[config.mk]
export PLATFORM = sky130hd
export DESIGN_NAME = ram_fifo_ctrl_flat
export DESIGN_NICKNAME = d
export VERILOG_FILES = /design/src/rtl/ram_fifo_if.sv /design/src/rtl/ram_fifo_ctrl.sv /design/src/flat_wrapper.sv
export SDC_FILE = /design/constraint.sdc
export NUM_CORES = 1
export LEC_CHECK = 0
export CAP_MARGIN = 20
export CORE_ASPECT_RATIO = 1.4
export CORE_MARGIN = 10
export CORE_UTILIZATION = 33
export DETAILED_ROUTE_END_ITERATION = 6
export MAX_ROUTING_LAYER = met4
export PLACE_DENSITY = 0.64
export SYNTH_ARGS = -nofsm -noshare
export SYNTH_HDL_FRONTEND = slang
export SYNTH_SLANG_ARGS = --single-unit
[constraint.sdc]
create_clock -name clk -period 7.27 [get_ports clk]
set_input_delay 1.454 -clock clk [delete_from_list [all_inputs] [get_ports clk]]
set_output_delay 1.454 -clock clk [all_outputs]
set_load 0.05 [all_outputs]
[src/rtl/ram_fifo_if.sv]
// Bundle between the FIFO controller, its producer/consumer stages and the
// dual-port RAM it drives (port A writes, port B reads).
interface ram_fifo_if #(
  parameter int DATA_W = 4,
  parameter int ADDR_W = 4
);
  logic              wr_en;
  logic [DATA_W-1:0] wr_data;
  logic              rd_en;
  logic [DATA_W-1:0] rd_data;
  logic              rd_valid;
  logic              full;
  logic              empty;
  logic [ADDR_W:0]   count;
  logic              overflow;
  logic              underflow;
  logic              init_done;
  logic              wen_a;
  logic              ren_a;
  logic [ADDR_W-1:0] addr_a;
  logic [DATA_W-1:0] datain_a;
  logic              wen_b;
  logic              ren_b;
  logic [ADDR_W-1:0] addr_b;
  logic [DATA_W-1:0] dataout_b;

  modport slave (
    input  wr_en, wr_data, rd_en, dataout_b,
    output rd_data, rd_valid, full, empty, count, overflow, underflow,
           init_done, wen_a, ren_a, addr_a, datain_a, wen_b, ren_b, addr_b
  );

  modport master (
    output wr_en, wr_data, rd_en, dataout_b,
    input  rd_data, rd_valid, full, empty, count, overflow, underflow,
           init_done, wen_a, ren_a, addr_a, datain_a, wen_b, ren_b, addr_b
  );
endinterface

[src/rtl/ram_fifo_ctrl.sv]
// FIFO controller for a dual-port RAM: zero-sweeps the RAM after reset,
// then maps push/pop strobes onto write port A and read port B.
module ram_fifo_ctrl #(
  parameter int DATA_W = 4,
  parameter int ADDR_W = 4
) (
  input  logic     clk,
  input  logic     rst,
  ram_fifo_if.slave bus
);
  localparam int              DEPTH     = 1 << ADDR_W;
  localparam logic [ADDR_W:0] DEPTH_CNT = (ADDR_W+1)'(DEPTH);
  localparam logic [ADDR_W-1:0] LAST_ADDR = ADDR_W'(DEPTH - 1);

  localparam logic [1:0] IDLE = 2'd0;
  localparam logic [1:0] INIT = 2'd1;
  localparam logic [1:0] RUN  = 2'd2;

  logic [1:0]        state_reg;
  logic [ADDR_W-1:0] wptr_reg;
  logic [ADDR_W-1:0] rptr_reg;
  logic [ADDR_W-1:0] init_cnt_reg;
  logic [ADDR_W:0]   count_reg;
  logic              rd_valid_reg;
  logic              overflow_reg;
  logic              underflow_reg;

  logic run;
  logic sweeping;
  logic full;
  logic empty;
  logic push_ok;
  logic pop_ok;

  assign run      = (state_reg == RUN);
  assign sweeping = (state_reg == INIT);
  // Outside RUN the queue reports both full and empty so nothing is accepted.
  assign full     = !run || (count_reg == DEPTH_CNT);
  assign empty    = !run || (count_reg == '0);
  assign push_ok  = run && bus.wr_en && !full;
  assign pop_ok   = run && bus.rd_en && !empty;

  always_ff @(posedge clk or posedge rst) begin
    if (rst) begin
      state_reg    <= IDLE;
      init_cnt_reg <= '0;
    end else begin
      case (state_reg)
        IDLE: state_reg <= INIT;
        INIT: begin
          init_cnt_reg <= init_cnt_reg + 1'b1;
          if (init_cnt_reg == LAST_ADDR)
            state_reg <= RUN;
        end
        RUN:     state_reg <= RUN;
        default: state_reg <= IDLE;
      endcase
    end
  end

  always_ff @(posedge clk or posedge rst) begin
    if (rst) begin
      wptr_reg      <= '0;
      rptr_reg      <= '0;
      count_reg     <= '0;
      rd_valid_reg  <= 1'b0;
      overflow_reg  <= 1'b0;
      underflow_reg <= 1'b0;
    end else begin
      if (push_ok)
        wptr_reg <= wptr_reg + 1'b1;
      if (pop_ok)
        rptr_reg <= rptr_reg + 1'b1;
      case ({push_ok, pop_ok})
        2'b10:   count_reg <= count_reg + 1'b1;
        2'b01:   count_reg <= count_reg - 1'b1;
        default: count_reg <= count_reg;
      endcase
      rd_valid_reg  <= pop_ok;
      overflow_reg  <= run && bus.wr_en && full;
      underflow_reg <= run && bus.rd_en && empty;
    end
  end

  assign bus.wen_a    = sweeping || push_ok;
  assign bus.ren_a    = 1'b0;
  assign bus.addr_a   = sweeping ? init_cnt_reg : wptr_reg;
  assign bus.datain_a = sweeping ? '0 : bus.wr_data;
  assign bus.wen_b    = 1'b0;
  assign bus.ren_b    = pop_ok;
  assign bus.addr_b   = rptr_reg;

  assign bus.rd_data   = bus.dataout_b;
  assign bus.rd_valid  = rd_valid_reg;
  assign bus.full      = full;
  assign bus.empty     = empty;
  assign bus.count     = count_reg;
  assign bus.overflow  = overflow_reg;
  assign bus.underflow = underflow_reg;
  assign bus.init_done = run;
endmodule

[src/flat_wrapper.sv]
// flat-port wrapper written by rule: the top's interface ports become plain ports
module ram_fifo_ctrl_flat 
#(
  parameter int DATA_W = 4,
  parameter int ADDR_W = 4
)
  (clk, rst, bus_wr_en, bus_wr_data, bus_rd_en, bus_dataout_b, bus_rd_data, bus_rd_valid, bus_full, bus_empty, bus_count, bus_overflow, bus_underflow, bus_init_done, bus_wen_a, bus_ren_a, bus_addr_a, bus_datain_a, bus_wen_b, bus_ren_b, bus_addr_b);
  ram_fifo_if #(.DATA_W(DATA_W), .ADDR_W(ADDR_W)) bus_i ();
  input  logic clk;
  input  logic rst;
  input wire logic [$bits(bus_i.wr_en)-1:0] bus_wr_en;
  input wire logic [$bits(bus_i.wr_data)-1:0] bus_wr_data;
  input wire logic [$bits(bus_i.rd_en)-1:0] bus_rd_en;
  input wire logic [$bits(bus_i.dataout_b)-1:0] bus_dataout_b;
  output wire logic [$bits(bus_i.rd_data)-1:0] bus_rd_data;
  output wire logic [$bits(bus_i.rd_valid)-1:0] bus_rd_valid;
  output wire logic [$bits(bus_i.full)-1:0] bus_full;
  output wire logic [$bits(bus_i.empty)-1:0] bus_empty;
  output wire logic [$bits(bus_i.count)-1:0] bus_count;
  output wire logic [$bits(bus_i.overflow)-1:0] bus_overflow;
  output wire logic [$bits(bus_i.underflow)-1:0] bus_underflow;
  output wire logic [$bits(bus_i.init_done)-1:0] bus_init_done;
  output wire logic [$bits(bus_i.wen_a)-1:0] bus_wen_a;
  output wire logic [$bits(bus_i.ren_a)-1:0] bus_ren_a;
  output wire logic [$bits(bus_i.addr_a)-1:0] bus_addr_a;
  output wire logic [$bits(bus_i.datain_a)-1:0] bus_datain_a;
  output wire logic [$bits(bus_i.wen_b)-1:0] bus_wen_b;
  output wire logic [$bits(bus_i.ren_b)-1:0] bus_ren_b;
  output wire logic [$bits(bus_i.addr_b)-1:0] bus_addr_b;
  assign bus_i.wr_en = bus_wr_en;
  assign bus_i.wr_data = bus_wr_data;
  assign bus_i.rd_en = bus_rd_en;
  assign bus_i.dataout_b = bus_dataout_b;
  assign bus_rd_data = bus_i.rd_data;
  assign bus_rd_valid = bus_i.rd_valid;
  assign bus_full = bus_i.full;
  assign bus_empty = bus_i.empty;
  assign bus_count = bus_i.count;
  assign bus_overflow = bus_i.overflow;
  assign bus_underflow = bus_i.underflow;
  assign bus_init_done = bus_i.init_done;
  assign bus_wen_a = bus_i.wen_a;
  assign bus_ren_a = bus_i.ren_a;
  assign bus_addr_a = bus_i.addr_a;
  assign bus_datain_a = bus_i.datain_a;
  assign bus_wen_b = bus_i.wen_b;
  assign bus_ren_b = bus_i.ren_b;
  assign bus_addr_b = bus_i.addr_b;
  ram_fifo_ctrl #(.DATA_W(DATA_W), .ADDR_W(ADDR_W)) u_core (.clk(clk), .rst(rst), .bus(bus_i));
endmodule
==> impl_metrics.tcl <==
set metrics [dict create \
    ys.flop_type "dfrtp_1" \
    gp_congestion 0.750 \
    synth_commonest_cells "dfrtp_1, nand2_1, ha_1, mux2_2, xnor2_1" \
    core_area_mm2 0.00361 \
    cts_max_path_buffers 2 \
    ios 43 \
    ys_seq_area_share_pct 45.0 \
    critPathKind "in -> out" \
    worst_slack_ns 2.34 \
    synth.avg_cell_area_um2 10.7 \
    grt_max_degree 23 \
    combPwrFrac_pct 55.3 \
    yosys_register_bits 22 \
    crit-reg2reg-launch "u_core.state_reg[0]" \
    p_int_mw 0.356 \
    synth_top_area_share_pct 45.0 \
    crit_arrival_ns 3.47 \
    clock-sinks 22 \
    drc 0 \
    status "finished, final reports clean" \
    crit_required_ns 5.82 \
    finalClockSkew_ns 0.00170 \
    largest_reg_flops 5 \
    ctsRootBufferMaster "clkbuf_8" \
    placed_cells 179 \
    wl_met1_mm 1.07 \
    synth-edff-count 0 \
    holdBufCountCts 0 \
    grt_antenna_before_repair 0 \
    path_clk_slew_ns 0.07 \
    swShare_pct 47.8 \
    synth.area.top_cells "dfrtp_1, ha_1, mux2_2, xnor2_1, xor2_1" \
    met3_length_um 111 \
    wl_mm 2.57 \
    powerDensity_mw_per_mm2 431 \
    grt_pass1_vias 925 \
    dieArea_mm2 0.00658 \
    htreeDepth 1 \
    fp-row-count 26 \
    p_seq_share_pct 32.3 \
    switchingPower_mw 0.327 \
    die_x_um 71.5 \
    portBuffers 32 \
    drt_first_pass_iters 4 \
    cts_resized 0 \
    slew_violations 0 \
    overflow 0 \
    grt_usage_pct 8.29 \
    yosysMostFrequentCell "dfrtp_1" \
    setup_viol 0 \
    tightest_slew_ns 0.834 \
    fmax_ghz 0.203 \
    cp_max_fo 8 \
    dr_wl_met2_mm 1.38 \
    p_leak_nw 0.713 \
    grt_pass1_wl_mm 4.40 \
    period_needed_ns 4.93 \
    via_per_inst 4.73 \
    syn_area_mm2 0.00122 \
    startpoint "bus_rd_en" \
    synth_cell_types 26 \
    p_clk_share_pct 12.4 \
    power_mw 0.683 \
    drv_cap 0 \
    dp_hpwl_mm 2.03 \
    vias 866 \
    drtIter0Drc 15 \
    syn_inst 114 \
    cts_made_buffers 3 \
    drtAntennaViolNets 0 \
    nets 163 \
    hold_path_startpoint "u_core.bus.addr_b[3]" \
    pre_cts_ws_ns 2.33 \
    die_h_um 92.1 \
    fin_crit_sh_pct 67.7 \
    drive_gt1_share_pct 9.93 \
    diodes 0 \
    clk_latency_ns 0.25 \
    startpoint_type "primary input" \
    cts_setup_buffers 0 \
    wl_per_cell_um 14.0 \
    fin_tns_setup_ns 0 \
    synth_warnings 0 \
    top_layer "met4" \
    utilization_pct 43.9 \
    slew_headroom_pct 44.4 \
    rsz0062_at_grt "no" \
    start_util_pct 33.9 \
    syn2layout_area_growth_pct 29.4 \
    yosys.area.top_type "dfrtp_1" \
    synth-async-reset-ratio_pct 100 \
    finalHoldViolCount 0 \
    cts_tree "done" \
    ir_drop_mv 0.247 \
    final_cells 183 \
    end_kind "primary output" \
    hp-class "reg -> reg" \
]
-- cells by family (layout without fill, tap and decap cells) --
kind of cell / Yosys count / after routing / synth area share, %
other: 1 / 2 / 0.306
DFF: 22 / 22 / 45.0
xor gates and xnor gates: 15 / 15 / 10.7
adders and majority gates: 9 / 9 / 9.20
and+or+nand+nor: 31 / 31 / 14.0
muxes: 8 / 8 / 7.36
AOI/OAI and AO/OA: 13 / 13 / 6.03
buffers and inverters: 15 / 41 / 7.36
-- path summary, 6_finish.rpt --
check	cells past startpoint	to	slack, ns
setup / recovery	4	bus_ren_b	2.34
min in group asynchronous	2	u_core.init_cnt_reg[0]	1.66
hold / removal	1	u_core.bus.addr_b[3]	0.48
max in group asynchronous	2	u_core.state_reg[0]	5.09
hold reg to reg	1	u_core.bus.addr_b[3]	0.48
setup reg to reg	11	u_core.bus.count[4]	4.45
-- critical path, cell delays in order --
cell	delay, ns
clkdlybuf4s50_1	0.46
nand2_1	0.06
a21oi_1	0.55
clkdlybuf4s50_1	0.94
-- through the flow --
step                instance area (um2)  hold slack [ns]
floorplan                          1230            0.442
detailed placement                 1530            0.476
global placement                   1530            0.471
finish                             1580            0.480
global route                       1580            0.518
CTS                                1580            0.488
-- layout by cell type (no fill, tap or decap), types with 2 or more instances in the layout --
cell and count:
nand2_1 12, o21ai_0 5, a21oi_1 4, nor2b_1 6, clkdlybuf4s50_1 32, xor2_1 7
clkbuf_8 4, nor2_1 3, mux2_2 8, xnor2_1 8, dfrtp_1 22, ha_1 9
conb_1 2, nand3_1 2, nand4_1 3, inv_1 5
-- final cells by class --
type	count	area, um2
well taps	42	52.6
fillers	374	2030
multi-input cells	78	587
clock buffers	4	55.1
inverters	5	18.8
flip-flops and latches	22	551
repair buffers	32	320
-- power by group through the flow --
stage                     Sequential (mW)  Combinational, mW  Clock (mW)
after global routing                0.229              0.406      0.0944
after floorplan                     0.299              0.201           0
final                               0.220              0.378      0.0846
after detailed placement            0.222              0.382           0
after global placement              0.222              0.377           0
after CTS                           0.221              0.384      0.0882
-- layer usage --
metal  track usage [%]  vias up
met1              8.64      424
met3              2.59        2
met5                 -        -
li1                  -      420
met2              14.2       20
met4              2.91        0
Note: power is estimated with default switching activity, not from simulation.
